===== config.mk =====
export PLATFORM = sky130hd
export DESIGN_NAME = periph_apb_bridge_flat
export DESIGN_NICKNAME = d
export VERILOG_FILES = /design/src/rtl/periph_apb_bridge_if.sv /design/src/rtl/periph_apb_bridge.sv /design/src/flat_wrapper.sv
export SDC_FILE = /design/constraint.sdc
export NUM_CORES = 1
export LEC_CHECK = 0
export ABC_CLOCK_PERIOD_IN_PS = 2700
export CORE_MARGIN = 1.5
export CORE_UTILIZATION = 40
export CTS_CLUSTER_SIZE = 24
export DETAILED_ROUTE_END_ITERATION = 10
export GPL_TIMING_DRIVEN = 0
export HOLD_SLACK_MARGIN = 0.15
export PLACE_DENSITY_LB_ADDON = 0.25
export SYNTH_ARGS = -nofsm -noshare
export SYNTH_HDL_FRONTEND = slang
export SYNTH_SLANG_ARGS = --single-unit

===== constraint.sdc =====
create_clock -name pclk -period 2.7 [get_ports pclk]
set_clock_uncertainty 0.15 [all_clocks]
set_input_delay 0.27 -clock pclk [delete_from_list [all_inputs] [get_ports pclk]]
set_output_delay 0.27 -clock pclk [all_outputs]
set_load 0.005 [all_outputs]

===== src/rtl/periph_apb_bridge_if.sv =====
// ============================================================================
// Module  : periph_apb_bridge_if
// Brief   : Core-side request/response port plus APB4 bus of the bridge.
// Revision: 1.0 - initial release
// ============================================================================
`default_nettype none

interface periph_apb_bridge_if #(
    parameter int APB_AW     = 32,
    parameter int APB_DW     = 32,
    parameter int SLAVES_QTY = 2
);
    localparam int PSTRB_W = APB_DW / 8;

    logic                         req_valid_i;
    logic                         req_ready_o;
    logic [APB_AW-1:0]            req_addr_i;
    logic                         req_write_i;
    logic [APB_DW-1:0]            req_wdata_i;
    logic [PSTRB_W-1:0]           req_strb_i;
    logic                         rsp_valid_o;
    logic                         rsp_ready_i;
    logic [APB_DW-1:0]            rsp_rdata_o;
    logic                         rsp_err_o;
    logic [SLAVES_QTY-1:0]        PSEL;
    logic                         PENABLE;
    logic                         PWRITE;
    logic [APB_AW-1:0]            PADDR;
    logic [APB_DW-1:0]            PWDATA;
    logic [PSTRB_W-1:0]           PSTRB;
    logic [SLAVES_QTY-1:0]        PREADY;
    logic [SLAVES_QTY*APB_DW-1:0] PRDATA;
    logic [SLAVES_QTY-1:0]        PSLVERR;

    // The bridge itself uses the slave view; the core and peripherals the master view.
    modport slave (
        input  req_valid_i, req_addr_i, req_write_i, req_wdata_i, req_strb_i,
        input  rsp_ready_i, PREADY, PRDATA, PSLVERR,
        output req_ready_o, rsp_valid_o, rsp_rdata_o, rsp_err_o,
        output PSEL, PENABLE, PWRITE, PADDR, PWDATA, PSTRB
    );

    modport master (
        output req_valid_i, req_addr_i, req_write_i, req_wdata_i, req_strb_i,
        output rsp_ready_i, PREADY, PRDATA, PSLVERR,
        input  req_ready_o, rsp_valid_o, rsp_rdata_o, rsp_err_o,
        input  PSEL, PENABLE, PWRITE, PADDR, PWDATA, PSTRB
    );
endinterface

`default_nettype wire


===== src/rtl/periph_apb_bridge.sv =====
// ============================================================================
// Module  : periph_apb_bridge
// Brief   : Single-master APB4 bridge decoding timer and RTC windows.
// Revision: 1.0 - initial release
// ============================================================================
`default_nettype none

module periph_apb_bridge #(
    parameter int                APB_AW         = 32,
    parameter int                APB_DW         = 32,
    parameter longint unsigned   PERIPH_BA      = 64'h0,
    parameter int                EF_TCC32_QTY   = 1,
    parameter int                RTC_QTY        = 1,
    parameter int                TIMEOUT_CYCLES = 256
) (
    input  wire logic              pclk,
    input  wire logic              prst_n,
    periph_apb_bridge_if.slave     bus
);
    localparam int PSTRB_W    = APB_DW / 8;
    localparam int SLAVES_QTY = EF_TCC32_QTY + RTC_QTY;
    localparam int IDX_W      = (SLAVES_QTY > 1) ? $clog2(SLAVES_QTY) : 1;
    localparam int CNT_W      = (TIMEOUT_CYCLES > 0) ? $clog2(TIMEOUT_CYCLES + 1) : 1;

    // One extra bit keeps window ends from wrapping at the top of the address space.
    typedef logic [APB_AW:0] ext_t;
    localparam ext_t c_tcc_size = ext_t'(4096);
    localparam ext_t c_rtc_size = ext_t'(64);
    localparam ext_t c_tcc_ba   = ext_t'(PERIPH_BA);
    localparam ext_t c_rtc_ba   = c_tcc_ba + ext_t'(EF_TCC32_QTY) * c_tcc_size;
    localparam logic [CNT_W-1:0] c_cnt_max  = CNT_W'(TIMEOUT_CYCLES);
    localparam logic [CNT_W-1:0] c_tmo_last = (TIMEOUT_CYCLES > 0) ? CNT_W'(TIMEOUT_CYCLES - 1) : '0;

    typedef enum logic [1:0] {
        S_IDLE   = 2'd0,
        S_SETUP  = 2'd1,
        S_ACCESS = 2'd2,
        S_RESP   = 2'd3
    } state_t;

    state_t                 r_state;
    logic [IDX_W-1:0]       r_idx;
    logic [CNT_W-1:0]       r_cnt;
    logic [SLAVES_QTY-1:0]  r_psel;
    logic                   r_penable;
    logic                   r_pwrite;
    logic [APB_AW-1:0]      r_paddr;
    logic [APB_DW-1:0]      r_pwdata;
    logic [PSTRB_W-1:0]     r_pstrb;
    logic                   r_rsp_valid;
    logic [APB_DW-1:0]      r_rsp_rdata;
    logic                   r_rsp_err;

    logic                   w_hit;
    logic                   w_ok;
    logic [IDX_W-1:0]       w_idx;
    logic [APB_AW-1:0]      w_off;
    ext_t                   w_addr;
    logic                   w_pready;
    logic                   w_pslverr;
    logic [APB_DW-1:0]      w_prdata;
    logic                   w_tmo;

    function automatic ext_t tcc_base(input int i);
        return c_tcc_ba + ext_t'(i) * c_tcc_size;
    endfunction

    function automatic ext_t rtc_base(input int i);
        return c_rtc_ba + ext_t'(i) * c_rtc_size;
    endfunction

    // Half-open window decode: base <= addr < base + size.
    always_comb begin
        w_hit  = 1'b0;
        w_idx  = '0;
        w_off  = '0;
        w_addr = ext_t'(bus.req_addr_i);
        for (int i = 0; i < EF_TCC32_QTY; i++) begin
            if (w_addr >= tcc_base(i) && w_addr < tcc_base(i + 1)) begin
                w_hit = 1'b1;
                w_idx = IDX_W'(i);
                w_off = APB_AW'(w_addr - tcc_base(i));
            end
        end
        for (int j = 0; j < RTC_QTY; j++) begin
            if (w_addr >= rtc_base(j) && w_addr < rtc_base(j + 1)) begin
                w_hit = 1'b1;
                w_idx = IDX_W'(EF_TCC32_QTY + j);
                w_off = APB_AW'(w_addr - rtc_base(j));
            end
        end
        w_ok = w_hit && (bus.req_addr_i[1:0] == 2'b00);
    end

    assign w_pready  = bus.PREADY[r_idx];
    assign w_pslverr = bus.PSLVERR[r_idx];
    assign w_prdata  = bus.PRDATA[r_idx*APB_DW +: APB_DW];
    assign w_tmo     = (TIMEOUT_CYCLES != 0) && (r_cnt >= c_tmo_last);

    always_ff @(posedge pclk or negedge prst_n) begin
        if (!prst_n) begin
            r_state     <= S_IDLE;
            r_idx       <= '0;
            r_cnt       <= '0;
            r_psel      <= '0;
            r_penable   <= 1'b0;
            r_pwrite    <= 1'b0;
            r_paddr     <= '0;
            r_pwdata    <= '0;
            r_pstrb     <= '0;
            r_rsp_valid <= 1'b0;
            r_rsp_rdata <= '0;
            r_rsp_err   <= 1'b0;
        end else begin
            case (r_state)
                S_IDLE: begin
                    if (bus.req_valid_i) begin
                        r_idx    <= w_idx;
                        r_paddr  <= w_off;
                        r_pwrite <= bus.req_write_i;
                        r_pwdata <= bus.req_wdata_i;
                        r_pstrb  <= bus.req_write_i ? bus.req_strb_i : '0;
                        if (w_ok) begin
                            r_psel  <= SLAVES_QTY'(1) << w_idx;
                            r_state <= S_SETUP;
                        end else begin
                            r_rsp_valid <= 1'b1;
                            r_rsp_err   <= 1'b1;
                            r_rsp_rdata <= '0;
                            r_state     <= S_RESP;
                        end
                    end
                end
                S_SETUP: begin
                    r_penable <= 1'b1;
                    r_cnt     <= '0;
                    r_state   <= S_ACCESS;
                end
                S_ACCESS: begin
                    if (w_pready) begin
                        r_psel      <= '0;
                        r_penable   <= 1'b0;
                        r_rsp_valid <= 1'b1;
                        r_rsp_err   <= w_pslverr;
                        r_rsp_rdata <= (!r_pwrite && !w_pslverr) ? w_prdata : '0;
                        r_state     <= S_RESP;
                    end else if (w_tmo) begin
                        r_psel      <= '0;
                        r_penable   <= 1'b0;
                        r_rsp_valid <= 1'b1;
                        r_rsp_err   <= 1'b1;
                        r_rsp_rdata <= '0;
                        r_state     <= S_RESP;
                    end else if (r_cnt != c_cnt_max) begin
                        r_cnt <= r_cnt + 1'b1;
                    end
                end
                S_RESP: begin
                    if (bus.rsp_ready_i) begin
                        r_rsp_valid <= 1'b0;
                        r_state     <= S_IDLE;
                    end
                end
                default: r_state <= S_IDLE;
            endcase
        end
    end

    assign bus.req_ready_o = (r_state == S_IDLE);
    assign bus.rsp_valid_o = r_rsp_valid;
    assign bus.rsp_rdata_o = r_rsp_rdata;
    assign bus.rsp_err_o   = r_rsp_err;
    assign bus.PSEL        = r_psel;
    assign bus.PENABLE     = r_penable;
    assign bus.PWRITE      = r_pwrite;
    assign bus.PADDR       = r_paddr;
    assign bus.PWDATA      = r_pwdata;
    assign bus.PSTRB       = r_pstrb;

endmodule

`default_nettype wire

===== src/flat_wrapper.sv =====
// flat-port wrapper written by rule: the top's interface ports become plain ports
module periph_apb_bridge_flat 
#(
    parameter int                APB_AW         = 32,
    parameter int                APB_DW         = 32,
    parameter longint unsigned   PERIPH_BA      = 64'h0,
    parameter int                EF_TCC32_QTY   = 1,
    parameter int                RTC_QTY        = 1,
    parameter int                TIMEOUT_CYCLES = 256
)
  (pclk, prst_n, bus_req_valid_i, bus_req_addr_i, bus_req_write_i, bus_req_wdata_i, bus_req_strb_i, bus_rsp_ready_i, bus_PREADY, bus_PRDATA, bus_PSLVERR, bus_req_ready_o, bus_rsp_valid_o, bus_rsp_rdata_o, bus_rsp_err_o, bus_PSEL, bus_PENABLE, bus_PWRITE, bus_PADDR, bus_PWDATA, bus_PSTRB);
  periph_apb_bridge_if #(.APB_AW(APB_AW), .APB_DW(APB_DW)) bus_i ();
  input  wire logic pclk;
  input  wire logic prst_n;
  input wire logic [$bits(bus_i.req_valid_i)-1:0] bus_req_valid_i;
  input wire logic [$bits(bus_i.req_addr_i)-1:0] bus_req_addr_i;
  input wire logic [$bits(bus_i.req_write_i)-1:0] bus_req_write_i;
  input wire logic [$bits(bus_i.req_wdata_i)-1:0] bus_req_wdata_i;
  input wire logic [$bits(bus_i.req_strb_i)-1:0] bus_req_strb_i;
  input wire logic [$bits(bus_i.rsp_ready_i)-1:0] bus_rsp_ready_i;
  input wire logic [$bits(bus_i.PREADY)-1:0] bus_PREADY;
  input wire logic [$bits(bus_i.PRDATA)-1:0] bus_PRDATA;
  input wire logic [$bits(bus_i.PSLVERR)-1:0] bus_PSLVERR;
  output wire logic [$bits(bus_i.req_ready_o)-1:0] bus_req_ready_o;
  output wire logic [$bits(bus_i.rsp_valid_o)-1:0] bus_rsp_valid_o;
  output wire logic [$bits(bus_i.rsp_rdata_o)-1:0] bus_rsp_rdata_o;
  output wire logic [$bits(bus_i.rsp_err_o)-1:0] bus_rsp_err_o;
  output wire logic [$bits(bus_i.PSEL)-1:0] bus_PSEL;
  output wire logic [$bits(bus_i.PENABLE)-1:0] bus_PENABLE;
  output wire logic [$bits(bus_i.PWRITE)-1:0] bus_PWRITE;
  output wire logic [$bits(bus_i.PADDR)-1:0] bus_PADDR;
  output wire logic [$bits(bus_i.PWDATA)-1:0] bus_PWDATA;
  output wire logic [$bits(bus_i.PSTRB)-1:0] bus_PSTRB;
  assign bus_i.req_valid_i = bus_req_valid_i;
  assign bus_i.req_addr_i = bus_req_addr_i;
  assign bus_i.req_write_i = bus_req_write_i;
  assign bus_i.req_wdata_i = bus_req_wdata_i;
  assign bus_i.req_strb_i = bus_req_strb_i;
  assign bus_i.rsp_ready_i = bus_rsp_ready_i;
  assign bus_i.PREADY = bus_PREADY;
  assign bus_i.PRDATA = bus_PRDATA;
  assign bus_i.PSLVERR = bus_PSLVERR;
  assign bus_req_ready_o = bus_i.req_ready_o;
  assign bus_rsp_valid_o = bus_i.rsp_valid_o;
  assign bus_rsp_rdata_o = bus_i.rsp_rdata_o;
  assign bus_rsp_err_o = bus_i.rsp_err_o;
  assign bus_PSEL = bus_i.PSEL;
  assign bus_PENABLE = bus_i.PENABLE;
  assign bus_PWRITE = bus_i.PWRITE;
  assign bus_PADDR = bus_i.PADDR;
  assign bus_PWDATA = bus_i.PWDATA;
  assign bus_PSTRB = bus_i.PSTRB;
  periph_apb_bridge #(.APB_AW(APB_AW), .APB_DW(APB_DW), .PERIPH_BA(PERIPH_BA), .EF_TCC32_QTY(EF_TCC32_QTY), .RTC_QTY(RTC_QTY), .TIMEOUT_CYCLES(TIMEOUT_CYCLES)) u_core (.pclk(pclk), .prst_n(prst_n), .bus(bus_i));
endmodule

==> impl_metrics.env, run 1 <==
export IMPL_viasPerCell=4.91
export IMPL_core_area_um2=13300
export IMPL_synth_avg_cell_area_um2=12.0
export IMPL_path_delay_family="buffers and inverters"
export IMPL_clock_fmax_ghz=0.393
export IMPL_drc=0
export IMPL_grt_pass1_wl_um=24400
export IMPL_numCtsBuffers=17
export IMPL_rows=42
export IMPL_cp_start_kind="input port"
export IMPL_critical_path_slowest_cell="clkdlybuf4s50_1"
export IMPL_io_pin_count=248
export IMPL_fin_crit_ns=2.54
export IMPL_worstPathCellList="clkdlybuf4s50_1 > inv_1 > ha_1 > nor2_1 > a311oi_1 > nor4b_2 > a21o_4 > a21oi_4 > buf_6 > mux2_4"
export IMPL_worstSetupEndpointType="flip-flop"
export IMPL_synth_main_ff_cell="dfrtp_1"
export IMPL_die_area_um2=14500
export IMPL_fin_ws_ns=0.157
export IMPL_clock_sinks=118
export IMPL_numPortBuffers=247
export IMPL_multiInputGateArea_um2=2410
export IMPL_yosysWarnings=0
export IMPL_cts_setup_buffers=0
export IMPL_slew_violations=0
export IMPL_grt_overflow=0
export IMPL_cts_tree="yes"
export IMPL_ys_seq_area_share_pct=53.4
export IMPL_irDropWorstVdd_v=0.000658
export IMPL_grt_max_degree=82
export IMPL_grt_pass1_vias=4843
export IMPL_cp_arrival_ns=2.69
export IMPL_drt_total_wl_um=15600
export IMPL_antenna_left=0
export IMPL_syn_inst=462
export IMPL_nets=879
export IMPL_grt_util_all_layers_pct=21.8
export IMPL_cts_htree_levels=4
export IMPL_regArea_um2=2950
export IMPL_synth_fp_nets=613
export IMPL_ys_seq_elements=118
export IMPL_required_ns=2.85
export IMPL_leakagePower_nw=3.88
export IMPL_clock_path_buffers=2
export IMPL_hold_viol=0
export IMPL_power_density_nw_per_um2=835
export IMPL_setup_viol=0
export IMPL_cap_violations=0
export IMPL_crit_buf_inv=3
export IMPL_dpl_hpwl_um=11700
export IMPL_synth_edff_count=0
export IMPL_clk_pin_slew_ns=0.05
export IMPL_start_util_pct=41.5
export IMPL_die_h_um=121
export IMPL_globalplace_congestion=0.830
export IMPL_insertion_delay_ns=0.42
export IMPL_layout_common_cells="246 x clkdlybuf4s50_1, 118 x dfrtp_1, 51 x nor2_1"
export IMPL_fp_dieW_um=121
export IMPL_cp_max_fo=10
export IMPL_yosysUniqueCellTypes=48
export IMPL_diodes=0
export IMPL_max_stage_delay_ns=0.50
export IMPL_drt_iter0_drc=176
export IMPL_fin_util_pct=66.7
export IMPL_min_period_over_period_pct=94.2
export IMPL_worstMarginPinSlew_ns=0.738
export IMPL_cts_root_buf="clkbuf_16"
export IMPL_wl_per_cell_um=17.0
export IMPL_outcome="complete, no violations"
export IMPL_mostFrequentLayoutCell="clkdlybuf4s50_1"
export IMPL_drive_above_1_share_pct=15.9
export IMPL_syn_area_um2=5530
export IMPL_antenna_found_initial=0
export IMPL_relSlewSlack_pct=50.8
export IMPL_syn_to_final_growth_pct=60.9
export IMPL_async_reset_ff_share_pct=100
export IMPL_firstDrtPassIters=4
export IMPL_critPathKind="input port to flip-flop"
export IMPL_fill_cells=1003
export IMPL_hold_path_class="input port to async pin"
export IMPL_place_ws_ns=-0.307
export IMPL_vias=4505
-- sequential cells by signal, summed over array words and instances, names as in the netlist --
name,count
u_core.bus.PADDR,32
u_core.bus.rsp_err_o,1
u_core.bus.PENABLE,1
u_core.bus.rsp_rdata_o,32
u_core.r_state,2
u_core.bus.PSEL,2
u_core.bus.PSTRB,4
u_core.r_idx,1
u_core.r_cnt,9
u_core.bus.rsp_valid_o,1
u_core.bus.PWDATA,32
u_core.bus.PWRITE,1
-- worst paths after layout --
check	startpoint	slack [ns]	cells past startpoint	endpoint
worst max-delay path	bus_req_addr_i[13]	0.16	10	u_core.bus.rsp_rdata_o[13]
worst max register to register	u_core.r_state[0]	0.18	9	u_core.bus.rsp_rdata_o[18]
worst min-delay path	prst_n	0.18	2	u_core.bus.rsp_rdata_o[26]
max in group asynchronous	prst_n	1.51	3	u_core.bus.PWDATA[0]
worst min register to register	u_core.bus.PADDR[31]	0.32	1	u_core.bus.PADDR[31]
min in group pclk	bus_req_strb_i[0]	0.26	3	u_core.bus.PSTRB[0]
-- repair_timing --
| item | 4_1_cts | 5_1_grt |
|---|---|---|
| hold endpoints to repair | 118 | 0 |
| hold buffers | 1 | 0 |
| resized for setup | 2 | 5 |
| setup endpoints to repair | 78 | 48 |
| pin swaps | 0 | 1 |
-- per-stage QoR --
step | setup TNS [ns] | cell area, um^2 | power [mW] | hold slack (ns) | cells
2_1_floorplan | 0 | 5530 | 3.72 | -0.176 | 462
3_3_place_gp | -390.34 | 8230 | 5.03 | 0.308 | 885
3_5_place_dp | -11.10 | 8250 | 5.12 | 0.0415 | 886
4_1_cts | 0 | 8890 | 7.51 | 0.175 | 918
5_1_grt | -0.00303 | 8900 | 7.82 | 0.211 | 917
6_report | 0 | 8900 | 7.44 | 0.178 | 917
-- Yosys cell counts, types with 4 or more instances --
cell type  instances  area [um^2]
dfrtp_1          118         2950
nor2_1            51          191
nand2_1           42          158
mux2_2            36          405
mux2i_1           34          340
mux2_4            30          450
inv_1             17         63.8
o21ai_0           16         80.1
clkbuf_1          15         56.3
a22o_1            12          105
a21o_1            10         75.1
ha_1              10          125
nand3_1            7         35.0
buf_2              4         20.0
nor3_1             4         20.0
nor4_1             4         25.0
-- cell families after synthesis --
kind of cell               count (synthesis)  synth area share [%]
and+or+nand+nor                          128                  10.8
DFF                                      118                  53.4
buffers and inverters                     42                  3.35
AOI/OAI and AO/OA                         60                  8.01
muxes                                    100                  21.6
adders and majority gates                 10                  2.26
xor gates and xnor gates                   4                 0.633
-- power by group --
group	internal (mW)	leakage, nW	total, mW	switching [mW]
registers	2.20	1.55	2.46	0.257
logic	1.58	2.03	2.62	1.04
clock network	1.51	0.293	2.36	0.848
total	5.29	3.88	7.44	2.15
-- worst register-to-register path: stages, from the launching register on --
cell,delay (ns)
dfrtp_1,0.42
inv_1,0.09
ha_1,0.24
clkbuf_1,0.24
nand2_1,0.13
or2_2,0.11
clkbuf_1,0.20
clkbuf_1,0.43
nor2_1,0.13
mux2_4,0.27
-- metal layers --
layer | vias up | global-route usage (%) | wire [um]
met5 | - | 0 | 0
met4 | 0 | 7.94 | 248
met3 | 19 | 11.0 | 1860
met2 | 202 | 36.9 | 7560
met1 | 2142 | 23.3 | 5890
li1 | 2142 | - | -
-- area by class of cell --
class / count / share of cell area [%]
inverter: 17 / 0.717
clock buffer: 19 / 5.09
sequential: 118 / 33.2
buffer: 23 / 1.31
tap: 176 / 2.47
multi-input combinational: 302 / 27.1
timing repair buffer: 249 / 28.2
clock inverter: 13 / 1.90
No activity file was read; power rests on OpenSTA's default activity.
==> run 2: changes to the inputs <==
CORE_MARGIN = default   (was 1.5)
GPL_ROUTABILITY_DRIVEN = 0   (was default)
==> impl_metrics.env, run 2 (synthesized netlist as in run 1, its figures left out) <==
export IMPL_fp_dieW_um=120
export IMPL_setup_viol=0
export IMPL_grt_util_all_layers_pct=22.0
export IMPL_hold_path_class="input port to async pin"
export IMPL_worstMarginPinSlew_ns=0.752
export IMPL_relSlewSlack_pct=49.9
export IMPL_numPortBuffers=247
export IMPL_placed_cell_area_um2=8250
export IMPL_power_density_nw_per_um2=824
export IMPL_r2r_slack_ns=0.15
export IMPL_grt_overflow=0
export IMPL_slew_violations=0
export IMPL_firstDrtPassIters=4
export IMPL_drc=0
export IMPL_die_h_um=120
export IMPL_clock_path_buffers=2
export IMPL_fin_crit_ns=2.57
export IMPL_cap_violations=0
export IMPL_insertion_delay_ns=0.41
export IMPL_io_pin_count=248
export IMPL_vias=4558
export IMPL_critPathKind="input port to flip-flop"
export IMPL_mostFrequentLayoutCell="clkdlybuf4s50_1"
export IMPL_leakagePower_nw=3.88
export IMPL_fin_hold_ws_ns=0.172
export IMPL_p_sw_mw=2.10
export IMPL_drt_iter0_drc=142
export IMPL_required_ns=2.84
export IMPL_antenna_left=0
export IMPL_clk_pin_slew_ns=0.05
export IMPL_cts_htree_levels=4
export IMPL_min_period_over_period_pct=95.1
export IMPL_fin_util_pct=66.8
export IMPL_diodes=0
export IMPL_fin_ws_ns=0.133
export IMPL_drt_total_wl_um=15400
export IMPL_p_int_mw=5.24
export IMPL_ff2ff_path_depth=11
export IMPL_r2r_end="u_core.bus.rsp_rdata_o[7]"
export IMPL_nets=881
export IMPL_wl_per_cell_um=16.8
export IMPL_die_area_um2=14300
export IMPL_grt_pass1_vias=4799
export IMPL_rsz0062_at_grt="false"
export IMPL_tns_ns=0
export IMPL_drive_above_1_share_pct=16.7
export IMPL_fill_cells=1005
export IMPL_p_sw_share_pct=28.6
export IMPL_dpl_hpwl_um=11600
export IMPL_clock_sinks=118
export IMPL_power_mw=7.34
export IMPL_grt_pass1_wl_um=24100
export IMPL_clockPowerShare_pct=29.8
export IMPL_hold_viol=0
export IMPL_cp_arrival_ns=2.71
export IMPL_placedCellCount=886
export IMPL_cts_root_buf="clkbuf_16"
export IMPL_stdcell_area_um2=8910
export IMPL_outcome="complete, no violations"
export IMPL_combPwrFrac_pct=36.6
export IMPL_cp_start_kind="input port"
export IMPL_irDropWorstVdd_v=0.000655
export IMPL_cts_tree="yes"
export IMPL_syn_to_final_growth_pct=61.1
export IMPL_grt_max_degree=87
export IMPL_clock_fmax_ghz=0.390
export IMPL_layout_common_cells="246 x clkdlybuf4s50_1, 117 x dfrtp_1, 51 x nor2_1"
export IMPL_cp_max_fo=10
export IMPL_viasPerCell=4.96
export IMPL_reg2reg_from="u_core.r_cnt[0]"
export IMPL_numCtsBuffers=17
export IMPL_pwr_share_seq_pct=33.6
export IMPL_core_area_um2=13300
export IMPL_place_ws_ns=-0.283
export IMPL_final_cells=919
export IMPL_worstSetupEndpointType="flip-flop"
export IMPL_rows=42
export IMPL_antenna_found_initial=0
export IMPL_start_util_pct=41.5
## run 2: worst max path at each step
stage / cells past startpoint / slack [ns] / to / start
2_1_floorplan: 10 / 0.36 / u_core.bus.rsp_err_o / u_core.r_cnt[0]
3_3_place_gp: 1 / -3.29 / u_core.bus.PWDATA[15] / prst_n
3_5_place_dp: 10 / -0.28 / u_core.bus.rsp_rdata_o[7] / bus_req_addr_i[13]
4_1_cts: 8 / 0.07 / u_core.bus.rsp_rdata_o[7] / u_core.r_state[0]
5_1_grt: 8 / 0.008 / u_core.bus.PSEL[1] / bus_req_addr_i[13]
6_report: 11 / 0.13 / u_core.bus.rsp_rdata_o[7] / bus_req_addr_i[13]
## run 2: cell type report
class | instances | area, um^2 | share of cell area, %
Sequential cell | 118 | 2950 | 33.2
Timing Repair Buffer | 251 | 2540 | 28.5
Multi-Input combinational cell | 302 | 2430 | 27.3
Clock buffer | 19 | 453 | 5.08
Tap cell | 176 | 220 | 2.47
Clock inverter | 13 | 131 | 1.47
Buffer | 23 | 118 | 1.32
Inverter | 17 | 63.8 | 0.716
## run 2: timing repair
action / in CTS / in global routing
endpoints found under the setup margin: 51 / 44
resized for setup: 3 / 10
setup buffers: 0 / 2
hold endpoints to repair: 118 / 0
hold buffers: 1 / 0
pin swaps: 0 / 1
## run 2: worst max-delay path, stage by stage
cell and delay (ns):
clkdlybuf4s50_1 0.51, inv_1 0.16, ha_1 0.19, nor2_1 0.05, a311oi_1 0.39, nor4b_4 0.12
a21o_4 0.24, a21oi_4 0.14, buf_12 0.14, buf_6 0.17, mux2_4 0.31
## run 2: routing by layer
layer  share of wire, %  GRT usage [%]
met4                1.3           6.72
met2                 48           36.7
met5                  0              0
met1                 39           24.8
met3                 11           10.6
## run 2: power groups by stage
stage,sequential [mW],combinational (mW),clock (mW)
after floorplan,2.48,1.24,0
after global routing,2.52,2.90,2.32
after global placement,2.46,2.55,0
final,2.47,2.69,2.19
after CTS,2.46,2.63,2.24
after detailed placement,2.49,2.61,0
